File: src/rtl/dose_controller_pkg.sv
// rtl/dose_controller_pkg.sv - shared channel indices, state encoding and defaults for the dose controller
package dose_controller_pkg;

  localparam logic [1:0] CH_R = 2'd2;
  localparam logic [1:0] CH_Y = 2'd1;
  localparam logic [1:0] CH_B = 2'd0;

  localparam int DEFAULT_TICKS_PER_UNIT = 50000;

  typedef enum logic [1:0] {
    ST_IDLE = 2'd0,
    ST_RUN  = 2'd1,
    ST_DONE = 2'd2
  } state_t;

  function automatic logic [1:0] onehot_to_ch(input logic [2:0] oh);
    logic [1:0] ch;
    case (oh)
      3'b100:  ch = CH_R;
      3'b010:  ch = CH_Y;
      default: ch = CH_B;
    endcase
    return ch;
  endfunction

  function automatic logic [2:0] ch_to_onehot(input logic [1:0] ch);
    return 3'b001 << ch;
  endfunction

endpackage

File: src/rtl/dose_controller_unit_prescaler.sv
// rtl/dose_controller_unit_prescaler.sv - one-cycle tick every TICKS_PER_UNIT enabled cycles
module unit_prescaler
  import dose_controller_pkg::*;
#(
  parameter int TICKS_PER_UNIT = DEFAULT_TICKS_PER_UNIT
) (
  input  logic clk,
  input  logic reset,
  input  logic en,
  input  logic clear,
  output logic tick
);

  localparam int CNT_W = (TICKS_PER_UNIT > 1) ? $clog2(TICKS_PER_UNIT) : 1;
  localparam logic [CNT_W-1:0] LAST = CNT_W'(TICKS_PER_UNIT - 1);

  logic [CNT_W-1:0] cnt_q, cnt_d;

  always_comb begin
    cnt_d = cnt_q;
    if (clear) begin
      cnt_d = '0;
    end else if (en) begin
      cnt_d = (cnt_q == LAST) ? '0 : cnt_q + CNT_W'(1);
    end
  end

  always_ff @(posedge clk) begin
    if (!reset) begin
      cnt_q <= '0;
    end else begin
      cnt_q <= cnt_d;
    end
  end

  assign tick = en && !clear && (cnt_q == LAST);

endmodule

File: src/rtl/dose_controller.sv
// rtl/dose_controller.sv - per-channel dosing motor controller driven by a one-hot load command
module dose_controller
  import dose_controller_pkg::*;
#(
  parameter int TICKS_PER_UNIT = DEFAULT_TICKS_PER_UNIT,
  parameter int AMT_W          = 4
) (
  input  logic             clk,
  input  logic             reset,
  input  logic [2:0]       motores,
  input  logic [AMT_W-1:0] amt_r,
  input  logic [AMT_W-1:0] amt_y,
  input  logic [AMT_W-1:0] amt_b,
  output logic [2:0]       flags,
  output logic [2:0]       motor_drive,
  output logic             busy,
  output logic             cmd_err
);

  state_t           state_q, state_d;
  logic [1:0]       ch_q, ch_d;
  logic [AMT_W-1:0] units_q, units_d;
  logic [2:0]       flags_q, flags_d;
  logic [2:0]       drive_q, drive_d;
  logic             busy_q, busy_d;
  logic             cmd_err_q, cmd_err_d;

  logic             cmd_onehot;
  logic             cmd_multi;
  logic             cmd_held;
  logic [2:0]       captured;
  logic [AMT_W-1:0] amt_sel;
  logic             unit_tick;

  assign cmd_onehot = $onehot(motores);
  assign cmd_multi  = (motores != 3'b000) && !cmd_onehot;
  assign captured   = ch_to_onehot(ch_q);
  assign cmd_held   = (motores == captured);

  always_comb begin
    case (motores)
      3'b100:  amt_sel = amt_r;
      3'b010:  amt_sel = amt_y;
      3'b001:  amt_sel = amt_b;
      default: amt_sel = '0;
    endcase
  end

  // The tick counter only runs while a dose is actively being delivered.
  unit_prescaler #(
    .TICKS_PER_UNIT(TICKS_PER_UNIT)
  ) u_prescaler (
    .clk  (clk),
    .reset(reset),
    .en   (state_q == ST_RUN && cmd_held),
    .clear(state_q != ST_RUN),
    .tick (unit_tick)
  );

  always_comb begin
    state_d   = state_q;
    ch_d      = ch_q;
    units_d   = units_q;
    flags_d   = 3'b000;
    drive_d   = 3'b000;
    cmd_err_d = 1'b0;
    case (state_q)
      ST_IDLE: begin
        if (cmd_onehot) begin
          ch_d    = onehot_to_ch(motores);
          units_d = amt_sel;
          if (amt_sel == '0) begin
            state_d = ST_DONE;
            flags_d = motores;
          end else begin
            state_d = ST_RUN;
            drive_d = motores;
          end
        end else if (cmd_multi) begin
          cmd_err_d = 1'b1;
        end
      end
      ST_RUN: begin
        if (!cmd_held) begin
          state_d = ST_IDLE;
          units_d = '0;
        end else if (unit_tick && units_q <= AMT_W'(1)) begin
          state_d = ST_DONE;
          units_d = '0;
          flags_d = captured;
        end else begin
          drive_d = captured;
          if (unit_tick) begin
            units_d = units_q - AMT_W'(1);
          end
        end
      end
      ST_DONE: begin
        if (cmd_held) begin
          flags_d = captured;
        end else begin
          state_d = ST_IDLE;
        end
      end
      default: begin
        state_d = ST_IDLE;
        units_d = '0;
      end
    endcase
    busy_d = (state_d != ST_IDLE);
  end

  always_ff @(posedge clk) begin
    if (!reset) begin
      state_q   <= ST_IDLE;
      ch_q      <= CH_B;
      units_q   <= '0;
      flags_q   <= 3'b000;
      drive_q   <= 3'b000;
      busy_q    <= 1'b0;
      cmd_err_q <= 1'b0;
    end else begin
      state_q   <= state_d;
      ch_q      <= ch_d;
      units_q   <= units_d;
      flags_q   <= flags_d;
      drive_q   <= drive_d;
      busy_q    <= busy_d;
      cmd_err_q <= cmd_err_d;
    end
  end

  assign flags       = flags_q;
  assign motor_drive = drive_q;
  assign busy        = busy_q;
  assign cmd_err     = cmd_err_q;

endmodule

File: config.mk
export PLATFORM = sky130hd
export DESIGN_NAME = dose_controller
export DESIGN_NICKNAME = d
export VERILOG_FILES = /design/src/rtl/dose_controller_pkg.sv /design/src/rtl/dose_controller_unit_prescaler.sv /design/src/rtl/dose_controller.sv
export SDC_FILE = /design/constraint.sdc
export NUM_CORES = 1
export LEC_CHECK = 0
export CAP_MARGIN = 15
export CORE_MARGIN = 5
export CORE_UTILIZATION = 50
export DETAILED_ROUTE_END_ITERATION = 12
export PLACE_DENSITY = 0.73
export SLEW_MARGIN = 5
export SYNTH_ARGS = -nofsm -noshare
export SYNTH_HDL_FRONTEND = slang
export SYNTH_SLANG_ARGS = --single-unit
File: constraint.sdc
create_clock -name clk -period 5.5 [get_ports clk]
set_input_delay 0.55 -clock clk [delete_from_list [all_inputs] [get_ports clk]]
set_output_delay 0.55 -clock clk [all_outputs]
set_load 0.02 [all_outputs]
Yosys cells after proc, flatten, opt, wreduce, memory -nomap -nowiden
Cells that the tools add are included.
W data, S select, Z words.
{"block": "totals", "register_bits": 32, "in_bits": 17, "wordCells": 69}
{"block": "op_classes", "shifts": 1, "order_cmp": 1, "bitwise": 3, "reduce_logical": 15, "eq_ne": 11, "n_mux": 26, "add_sub_neg": 4}
{"op": "$mux W3", "count": 9}
{"op": "$pmux W4 S3", "count": 2}
{"op": "$add A16 B1 Y16 const B", "count": 1}
{"op": "$eq A16 B16 Y1 const B", "count": 1}
{"op": "$mux W16", "count": 1}
{"op": "$mux W4", "count": 4}
{"op": "$mux W2", "count": 5}
{"op": "$pmux W3 S3", "count": 1}
{"op": "$pmux W2 S3", "count": 1}
{"op": "$pmux W3 S2", "count": 1}
{"op": "$logic_and A1 B1 Y1", "count": 5}
{"op": "$eq A2 B1 Y1 const B", "count": 2}
{"op": "$le A4 B1 Y1 const B", "count": 1}
{"op": "$logic_not A4 Y1", "count": 1}
{"op": "$ne A4 B3 Y1 const B", "count": 1}
{"op": "$pmux W2 S2", "count": 1}
{"op": "$sub A4 B1 Y4 const B", "count": 1}
{"op": "$eq A3 B1 Y1 const B", "count": 1}
{"op": "$eq A3 B2 Y1 const B", "count": 1}
{"op": "$eq A3 B3 Y1", "count": 1}
{"op": "$eq A3 B3 Y1 const B", "count": 1}
{"op": "$not A1 Y1", "count": 3}
{"op": "$reduce_and A3 Y1", "count": 1}
{"op": "$reduce_bool A3 Y1", "count": 1}
{"op": "13 further kinds", "count": 14}

Depth between registers and ports, before layout
Gate-level depths: netlist of the first run.
{"block": "depth", "word_depth": 10, "ltp_mapped": 9, "ltp_nobuf": 7}

Cells and area by module
A second synthesis of the first run with hierarchy kept.
{"block": "unflattened", "hier_cells": 191, "area_unflattened_um2": 1717.9}
{"module": "dose_controller", "area_per_inst_um2": 938.4, "cells_per_inst": 109, "seq_area_each_um2": 320.3, "instances": 1}
{"module": "unit_prescaler", "area_per_inst_um2": 779.5, "cells_per_inst": 82, "seq_area_each_um2": 320.3, "instances": 1}

Least setup slack after synthesis of the first run
No wires, ideal clock.
{"block": "synth_timing", "path_type": "input port to flip-flop", "start": "input port motores[0]", "end": "register drive_q[0] (netlist: motor_drive[0])", "stages": 8, "setup_time_ns": 0.061, "path_slack_ns": 3.144, "path_buffers": 2, "t_arrival_ns": 2.294, "t_required_ns": 5.439, "cell_sequence": "buf_2 -> inv_1 -> fa_1 -> nand2b_1 -> or2_2 -> clkbuf_1 -> a211oi_1 -> a32o_1"}
{"block": "synth_between", "elab_chain_cells": 8, "elab_cells_between_ends": 18, "classes_between": "add/sub (2); eq/ne (5); mux (6); reduce/logical (5)"}
{"element": "start, declared", "line_no": "dose_controller.sv:10", "rtl": "input logic [2:0] motores,"}
{"element": "branches (longest 7 deep; another with $pmux W4 S3)"}
{"element": "$pmux W3 S2 *", "line_no": "dose_controller.sv:67", "rtl": "case (state_q)"}
{"element": "end signal, assigned", "line_no": "dose_controller.sv:127", "rtl": "drive_q <= drive_d;"}
{"element": "end, declared", "line_no": "dose_controller.sv:24", "rtl": "logic [2:0] drive_q, drive_d;"}
Mark *: on every way between the ends.
A chain may end at the register's enable or synchronous reset.

Worst setup path after layout of the first run
{"block": "layout_timing", "start": "input port motores[0]", "end": "register drive_q[1] (netlist: motor_drive[1])"}
Same word-level chain as after synthesis.

==> results.py, run 1 <==
metrics = {
    "critical_path": {
        "rr_startpoint": "state_q[0]",
        "cp_max_fo": 13,
        "crit_type": "in -> reg",
        "critPathCaptureType": "flip-flop",
        "crit_path_start_kind": "input pin",
        "crit_required_ns": 5.72,
        "crit_arrival_ns": 3.25,
        "crit_path_start": "motores[0]",
    },
    "logic_synthesis": {
        "syn_nets": 240,
        "synth_area_um2": 1990,
        "ys.flop_type": "dfxtp_1",
        "async_flop_share_pct": 0,
        "yosysWarnings": 0,
        "syn_avg_cell_area_um2": 9.09,
        "synth_top_area_share_pct": 32.2,
        "synth_commonest_cells": "dfxtp_1 (32), nor2_1 (19), xnor2_1 (15)",
        "yosysTopAreaCell": "dfxtp_1",
        "postSynthRegisterBits": 32,
        "synth_cell_types": 53,
        "seq_area_frac_synth_pct": 32.2,
        "yosysMostFrequentCell": "dfxtp_1",
        "synth.area.top_cells": "dfxtp_1 (32%), xnor2_1 (6.6%), a211oi_2 (5.0%), a2111oi_2 (4.5%), nor2_1 (3.6%)",
        "syn_inst": 219,
        "synth_edf_count": 0,
    },
    "sta": {
        "clock.fmax_mhz": 330,
        "max_slew_margin_pct": 45.1,
        "finalHoldViolations": 0,
        "setup_tns_ns": 0,
        "setup_viol": 0,
        "timing.final.crit_share_pct": 55.1,
        "slew_viol_final": 0,
        "rsz0062_at_grt": "no",
        "finClkSkew_ns": 0.00359,
        "post-route-min-period_ns": 3.03,
        "worst_pin_slew_ns": 0.824,
    },
    "clock_tree": {
        "cts_tree": "yes",
        "cts_buffers": 5,
        "post_cts_buffers": 0,
        "clk_path_buf_depth": 2,
        "cts_root_buf": "clkbuf_8",
        "path_clk_slew_ns": 0.07,
        "insertion_delay_ns": 0.28,
        "hold_buffers": 0,
        "cts_resized": 0,
        "cts.htree.levels": 2,
        "numClockSinks": 32,
    },
    "floorplanning": {
        "rows": 23,
        "num_io_pins": 25,
        "initial_core_util_pct": 50.5,
        "core_area_um2": 3940,
        "dieArea_um2": 5340,
        "die_w_um": 73.1,
        "die_h_um": 73.1,
    },
    "power_and_ir_drop": {
        "intPower_mw": 0.361,
        "ir_worst_vdd_uv": 152,
        "power_mw": 0.500,
        "swShare_pct": 27.7,
        "power.density_nw_per_um2": 216,
        "seqPwrFrac_pct": 48.6,
        "switching_power_mw": 0.138,
        "p_clk_share_pct": 36.4,
        "p_leak_nw": 0.701,
        "share_comb_of_total_power_pct": 15.1,
    },
    "layout": {
        "stdcell_count": 290,
        "final_util_pct": 58.8,
        "drive_gt1_share_pct": 15.0,
        "num-nets-final": 260,
        "antenna_cells": 0,
        "area_growth_pct": 16.4,
    },
    "route": {
        "drtIter0Drc": 98,
        "drt_wl_total_mm": 4.19,
        "first_pass_iters": 4,
        "vias": 1655,
        "wire_per_inst_um": 14.4,
        "ant_nets": 0,
        "drcViolationCount": 0,
        "vias_per_cell": 5.71,
    },
    "global_routing": {
        "grt-ovfl-total": 0,
        "grt_pass1_wl_mm": 7.51,
        "grtUsageTotal_pct": 17.6,
        "grt_pass1_vias": 1626,
        "antenna_found_initial": 0,
        "grt_max_degree": 20,
    },
    "outcome": {
        "status": "finished clean",
    },
    "min_path": {
        "holdCritPathClass": "reg -> reg",
        "holdCritStartpoint": "units_q[3]",
    },
    "place": {
        "dp.cells": 282,
        "port_buffers": 24,
        "gp_congestion": 0.839,
        "place_hpwl_mm": 2.98,
    },
    "job": {
        "maxCapViolations": 0,
    },
}
-- kinds of logic (layout without fill, tap and decap cells) --
kind of cell    Yosys count  after routing  synth area share [%]
simple gates             86             86                  26.6
flops                    32             32                  32.2
compound gates           58             58                  25.6
fa+ha+maj                 4              4                  2.89
xor+xnor                 16             16                  7.04
buf+inv                  23             44                  5.72
-- through the flow --
| step | hold slack, ns | area (µm²) | worst slack, ns |
|---|---|---|---|
| 2_1_floorplan | 0.484 | 1990 | 3.14 |
| 3_3_place_gp | 0.519 | 2220 | 2.21 |
| 3_5_place_dp | 0.530 | 2220 | 2.23 |
| 4_1_cts | 0.549 | 2320 | 2.51 |
| 5_1_grt | 0.579 | 2320 | 2.28 |
| 6_report | 0.547 | 2320 | 2.47 |
-- power groups by stage --
stage / combinational (mW) / sequential, mW / clock (mW)
after floorplan: 0.0469 / 0.250 / 0
after global placement: 0.0753 / 0.248 / 0
after detailed placement: 0.0746 / 0.248 / 0
after CTS: 0.0752 / 0.243 / 0.189
after global routing: 0.0838 / 0.244 / 0.197
final: 0.0752 / 0.243 / 0.182
-- cells in the final DEF, fill, tap and decap left out, drive strengths merged, types with 2 or more instances in the layout --
cell type,synthesis,final
and4,3,3
a21oi,12,12
inv,12,12
a31oi,3,3
ha,3,3
nor2,23,23
nand2,14,14
o22ai,5,5
a211oi,10,10
nand3b,8,8
clkinvlp,0,2
nor2b,5,5
and2,2,2
nand2b,4,4
nor4b,4,4
nor3b,3,3
nor4,3,3
a221o,2,2
and3,2,2
a22o,2,2
nand4,4,4
or2,3,3
o21a,2,2
clkdlybuf4s50,0,24
a2111oi,6,6
nand3,4,4
a21boi,2,2
a32o,3,3
xnor2,15,15
dfxtp,32,32
clkbuf,2,5
o21ai,7,7
-- flip-flops by register name (all words and copies together) (netlist names) --
signal	count
u_prescaler.cnt_q	16
units_q	4
flags	3
motor_drive	3
ch_q	2
state_q	2
busy	1
cmd_err	1
-- final cells by class --
cell class,instances,area [µm²]
clock inverter,3,23.8
timing repair buffer,24,240
multi-input combinational,164,1240
sequential,32,641
clock buffer,5,68.8
fill,347,1630
inverter,12,45.0
tap,50,62.6
-- worst paths after layout --
| kind | to | slack [ns] | cells past startpoint |
|---|---|---|---|
| max | motor_drive[1] | 2.47 | 7 |
| min | units_q[3] | 0.55 | 1 |
| max reg2reg | u_prescaler.cnt_q[14] | 3.23 | 5 |
| min reg2reg | units_q[3] | 0.55 | 1 |
-- worst max-delay path, stage by stage --
cell and delay, ns:
clkdlybuf4s50_1 0.75, inv_1 0.23, fa_1 0.50, nand2b_1 0.20
or2_2 0.35, a211oi_1 0.44, a32o_1 0.22
-- routing by layer --
layer	up-vias	global-route usage (%)	routed length (µm)
met5	-	0	0
met4	0	5.94	64
met3	9	4.68	261
met2	52	24.7	1840
met1	755	25.8	2020
li1	839	-	-
Power figures use the tool's default switching activity.
==> run 2: changes to the inputs <==
==> constraint.sdc (replaced) <==
create_clock -name clk -period 2.85 [get_ports clk]
set_input_delay 0.285 -clock clk [delete_from_list [all_inputs] [get_ports clk]]
set_output_delay 0.285 -clock clk [all_outputs]
set_load 0.02 [all_outputs]
==> results.py, run 2 (synthesis results as in run 1) <==
metrics = {
    "outcome": {
        "status": "finished clean",
    },
    "clock_tree": {
        "cts_resized": 0,
        "path_clk_slew_ns": 0.06,
        "cts_root_buf": "clkbuf_8",
        "cts_tree": "yes",
        "cts.htree.levels": 2,
        "clk_path_buf_depth": 2,
        "post_cts_buffers": 0,
        "cts_buffers": 5,
        "hold_buffers": 0,
        "numClockSinks": 32,
        "insertion_delay_ns": 0.28,
    },
    "route": {
        "vias_per_cell": 5.61,
        "drt_wl_total_mm": 4.45,
        "first_pass_iters": 4,
        "drcViolationCount": 0,
        "ant_nets": 0,
        "wire_per_inst_um": 15.0,
        "drtIter0Drc": 98,
        "vias": 1665,
    },
    "power_and_ir_drop": {
        "seqPwrFrac_pct": 50.3,
        "share_comb_of_total_power_pct": 16.9,
        "ir_worst_vdd_uv": 273,
        "power.density_nw_per_um2": 394,
        "p_clk_share_pct": 32.8,
        "p_leak_nw": 0.743,
        "power_mw": 0.934,
        "intPower_mw": 0.693,
        "swShare_pct": 25.8,
        "switching_power_mw": 0.241,
    },
    "floorplanning": {
        "die_w_um": 73.1,
        "core_area_um2": 3940,
        "initial_core_util_pct": 50.5,
        "die_h_um": 73.1,
        "dieArea_um2": 5340,
        "num_io_pins": 25,
        "rows": 23,
    },
    "critical_path": {
        "cp_slowest_stage_delay_ns": 0.65,
        "rr_startpoint": "ch_q[1]",
        "worstPathCellList": "clkdlybuf4s50_1, inv_1, fa_1, nand2b_1, or2_2, a211oi_1, a32o_1",
        "crit_required_ns": 3.07,
        "cpMaxStageDelayCell": "clkdlybuf4s50_1",
        "cp_max_fo": 6,
        "crit_path_start_kind": "input pin",
        "crit_type": "in -> reg",
        "critPathCaptureType": "flip-flop",
        "worstRegToRegCells": 5,
        "reg2reg_slack_ns": 0.62,
        "timing.rr.end": "units_q[3]",
        "crit_arrival_ns": 2.64,
    },
    "min_path": {
        "holdCritPathClass": "reg -> reg",
        "holdCritStartpoint": "u_prescaler.cnt_q[15]",
        "hold_path_end": "u_prescaler.cnt_q[15]",
        "holdPathStages": 2,
    },
    "global_routing": {
        "grt-ovfl-total": 0,
        "grt_max_degree": 18,
        "top_usage_layer": "met2",
        "grtUsageTotal_pct": 18.2,
        "met1_usage_pct": 26.1,
        "grt_pass1_wl_mm": 7.59,
        "globalRouteMet2Util_pct": 26.9,
        "met3_usage_pct": 3.31,
        "grt_pass1_vias": 1630,
        "antenna_found_initial": 0,
    },
    "layout": {
        "top_regs": "u_prescaler.cnt_q (16), units_q (4)",
        "drive_gt1_share_pct": 17.4,
        "area_growth_pct": 19.0,
        "final_area_um2": 2370,
        "final_cell_mix": "dfxtp_1 (32), clkdlybuf4s50_1 (24), nor2_1 (19), xnor2_1 (15), nand2_1 (14)",
        "num-nets-final": 270,
        "largest_reg_flops": 16,
        "antenna_cells": 0,
        "top_register": "u_prescaler.cnt_q",
        "final_common_cell": "dfxtp_1",
    },
    "place": {
        "place_hpwl_mm": 3.27,
        "gp_congestion": 0.833,
        "dpl_cell_area_um2": 2300,
        "port_buffers": 24,
    },
    "sta": {
        "rsz0062_at_grt": "no",
        "max_slew_margin_pct": 51.8,
        "setup_viol": 0,
        "worst_pin_slew_ns": 0.716,
        "clock.fmax_mhz": 414,
        "timing.final.crit_share_pct": 84.8,
        "finalHoldViolations": 0,
        "finClkSkew_ns": 0.00290,
        "setup_tns_ns": 0,
        "slew_viol_final": 0,
        "post-route-min-period_ns": 2.42,
    },
    "job": {
        "maxCapViolations": 0,
    },
}
==> run 2: cell count changes in the layout (fill, tap and decap cells not counted) <==
cell,change
buf_4,+10
clkinv_4,-1
clkinvlp_4,-2
==> run 2: worst max-delay path by stage <==
| stage | start | endpoint | cells past startpoint |
|---|---|---|---|
| after CTS | motores[2] | motor_drive[1] | 7 |
| after detailed placement | motores[2] | motor_drive[1] | 7 |
| after floorplan | motores[0] | motor_drive[0] | 8 |
| final | motores[2] | motor_drive[1] | 7 |
| after global placement | motores[2] | ch_q[1] | 9 |
| after global routing | motores[2] | motor_drive[1] | 7 |
==> run 2: metal layers <==
metal  vias up  wire length, µm
li1        854                -
met1       783             2240
met2        23             2030
met3         5              116
met4         0               53
met5         -                0
==> run 2: critical path, delay by kind of cell <==
kind | cells | cell delay (ns)
simple gates | 2 | 0.49
buf+inv | 2 | 0.80
compound gates | 2 | 0.63
fa+ha+maj | 1 | 0.44
==> run 2: final cells by class <==
class	instances	area (µm²)
Tap cell	50	62.6
Timing Repair Buffer	34	315
Sequential cell	32	641
Fill cell	340	1570
Clock buffer	5	68.8
Inverter	12	45.0
Multi-Input combinational cell	164	1240
==> run 2: per-stage QoR <==
step	std cells	setup slack, ns	hold slack, ns	utilization (%)
floorplan	219	0.759	0.484	-
global placement	292	0.240	0.506	58.3
detailed placement	292	0.191	0.508	58.3
CTS	297	0.476	0.533	60.1
global route	297	0.349	0.544	60.1
finish	297	0.432	0.525	60.1
==> run 2: power groups by stage <==
stage          Combinational, mW  Sequential (mW)  Clock (mW)
2_1_floorplan             0.0904            0.482           0
6_report                   0.158            0.470       0.306
3_3_place_gp               0.157            0.479           0
5_1_grt                    0.172            0.472       0.331
3_5_place_dp               0.156            0.479           0
4_1_cts                    0.158            0.470       0.313
==> run 3: changes to the inputs <==
==> constraint.sdc (replaced) <==
create_clock -name clk -period 2.3 [get_ports clk]
set_input_delay 0.23 -clock clk [delete_from_list [all_inputs] [get_ports clk]]
set_output_delay 0.23 -clock clk [all_outputs]
set_load 0.02 [all_outputs]
==> results.py, run 3 (synthesis results as in run 1) <==
metrics = {
    "outcome": {
        "status": "finished clean",
    },
    "clock_tree": {
        "post_cts_buffers": 0,
        "cts_tree": "yes",
        "cts.htree.levels": 2,
        "hold_buffers": 0,
        "numClockSinks": 32,
        "clk_path_buf_depth": 2,
        "cts_resized": 0,
        "path_clk_slew_ns": 0.07,
        "cts_buffers": 5,
        "insertion_delay_ns": 0.29,
        "cts_root_buf": "clkbuf_8",
    },
    "job": {
        "maxCapViolations": 0,
    },
    "critical_path": {
        "crit_path_start_kind": "input pin",
        "critPathCaptureType": "flip-flop",
        "crit_type": "in -> reg",
        "crit_arrival_ns": 2.41,
        "cp_max_fo": 5,
        "crit_required_ns": 2.53,
    },
    "layout": {
        "num-nets-final": 286,
        "final_cell_mix": "dfxtp_1 (32), clkdlybuf4s50_1 (24), buf_4 (23), nor2_1 (19), xnor2_1 (15)",
        "largest_reg_flops": 16,
        "regArea_um2": 641,
        "area_growth_pct": 29.8,
        "final_common_cell": "dfxtp_1",
        "top_regs": "u_prescaler.cnt_q (16), units_q (4)",
        "antenna_cells": 0,
        "multi_input_area_um2": 1240,
        "final_util_pct": 65.5,
        "top_register": "u_prescaler.cnt_q",
        "drive_gt1_share_pct": 23.3,
        "fillers": 323,
    },
    "global_routing": {
        "grtUsageTotal_pct": 20.4,
        "grt_max_degree": 16,
        "grt_pass1_vias": 1693,
        "grt_pass1_wl_mm": 8.38,
        "antenna_found_initial": 0,
        "grt-ovfl-total": 0,
    },
    "floorplanning": {
        "initial_core_util_pct": 50.5,
        "core_area_um2": 3940,
        "num_io_pins": 25,
        "die_h_um": 73.1,
        "dieArea_um2": 5340,
        "die_w_um": 73.1,
        "rows": 23,
    },
    "sta": {
        "setup_slack_ns": 0.122,
        "post-route-min-period_ns": 2.18,
        "timing.final.crit_share_pct": 94.7,
        "rsz0062_at_grt": "no",
        "hold-worst-slack_ns": 0.537,
        "max_slew_margin_pct": 58.0,
        "slew_viol_final": 0,
        "setup_viol": 0,
        "finalHoldViolations": 0,
        "finClkSkew_ns": 0.00553,
        "clock.fmax_mhz": 459,
        "setup_tns_ns": 0,
        "worst_pin_slew_ns": 0.623,
    },
    "power_and_ir_drop": {
        "p_leak_nw": 0.867,
        "power_mw": 1.40,
        "ir_worst_vdd_uv": 359,
        "power.density_nw_per_um2": 540,
    },
    "place": {
        "port_buffers": 24,
        "place_hpwl_mm": 3.62,
        "dp_slack_ns": -0.203,
        "gp_congestion": 0.874,
    },
    "route": {
        "vias": 1766,
        "drcViolationCount": 0,
        "first_pass_iters": 6,
        "wire_per_inst_um": 15.5,
        "vias_per_cell": 5.59,
        "drt_wl_total_mm": 4.89,
        "ant_nets": 0,
        "drtIter0Drc": 72,
    },
    "min_path": {
        "holdCritPathClass": "reg -> reg",
    },
}
## run 3: layout make-up
type,count,area share [%]
Timing Repair Buffer,50,18.3
Clock buffer,7,3.73
Clock inverter,1,1.16
Inverter,12,1.74
Multi-Input combinational cell,164,47.8
Tap cell,50,2.42
Sequential cell,32,24.8
## run 3: metrics by stage
stage / std cells / area, µm²
final: 316 / 2580
after global routing: 316 / 2580
after CTS: 316 / 2580
after detailed placement: 308 / 2460
after global placement: 308 / 2460
after floorplan: 219 / 1990
## run 3: layer usage
layer,share of wire [%],vias up,global-route usage [%],wire length (µm)
met4,0.96,0,5.53,47
met2,46,37,30.0,2260
met1,49,837,29.0,2400
met3,3.5,4,6.06,172
li1,-,888,-,-
met5,0,-,0,0
## run 3: path summary, 6_finish.rpt
check                                           start                     to  slack [ns]  cells past startpoint
worst max-delay path                       motores[1]         motor_drive[2]        0.12                      8
worst min-delay path            u_prescaler.cnt_q[15]  u_prescaler.cnt_q[15]        0.54                      2
worst max register to register   u_prescaler.cnt_q[0]                   busy        0.28                      6
worst min register to register  u_prescaler.cnt_q[15]  u_prescaler.cnt_q[15]        0.54                      2
## run 3: worst max-delay path: stages
cell,delay [ns]
clkdlybuf4s50_1,0.54
inv_1,0.10
fa_1,0.44
nand2b_1,0.21
or2_2,0.35
a211oi_1,0.25
buf_4,0.18
a32o_1,0.11
## run 3: power by group
| part | internal [mW] | total [mW] | switching (mW) |
|---|---|---|---|
| logic | 0.112 | 0.220 | 0.108 |
| registers | 0.568 | 0.582 | 0.0144 |
| clock network | 0.382 | 0.594 | 0.212 |
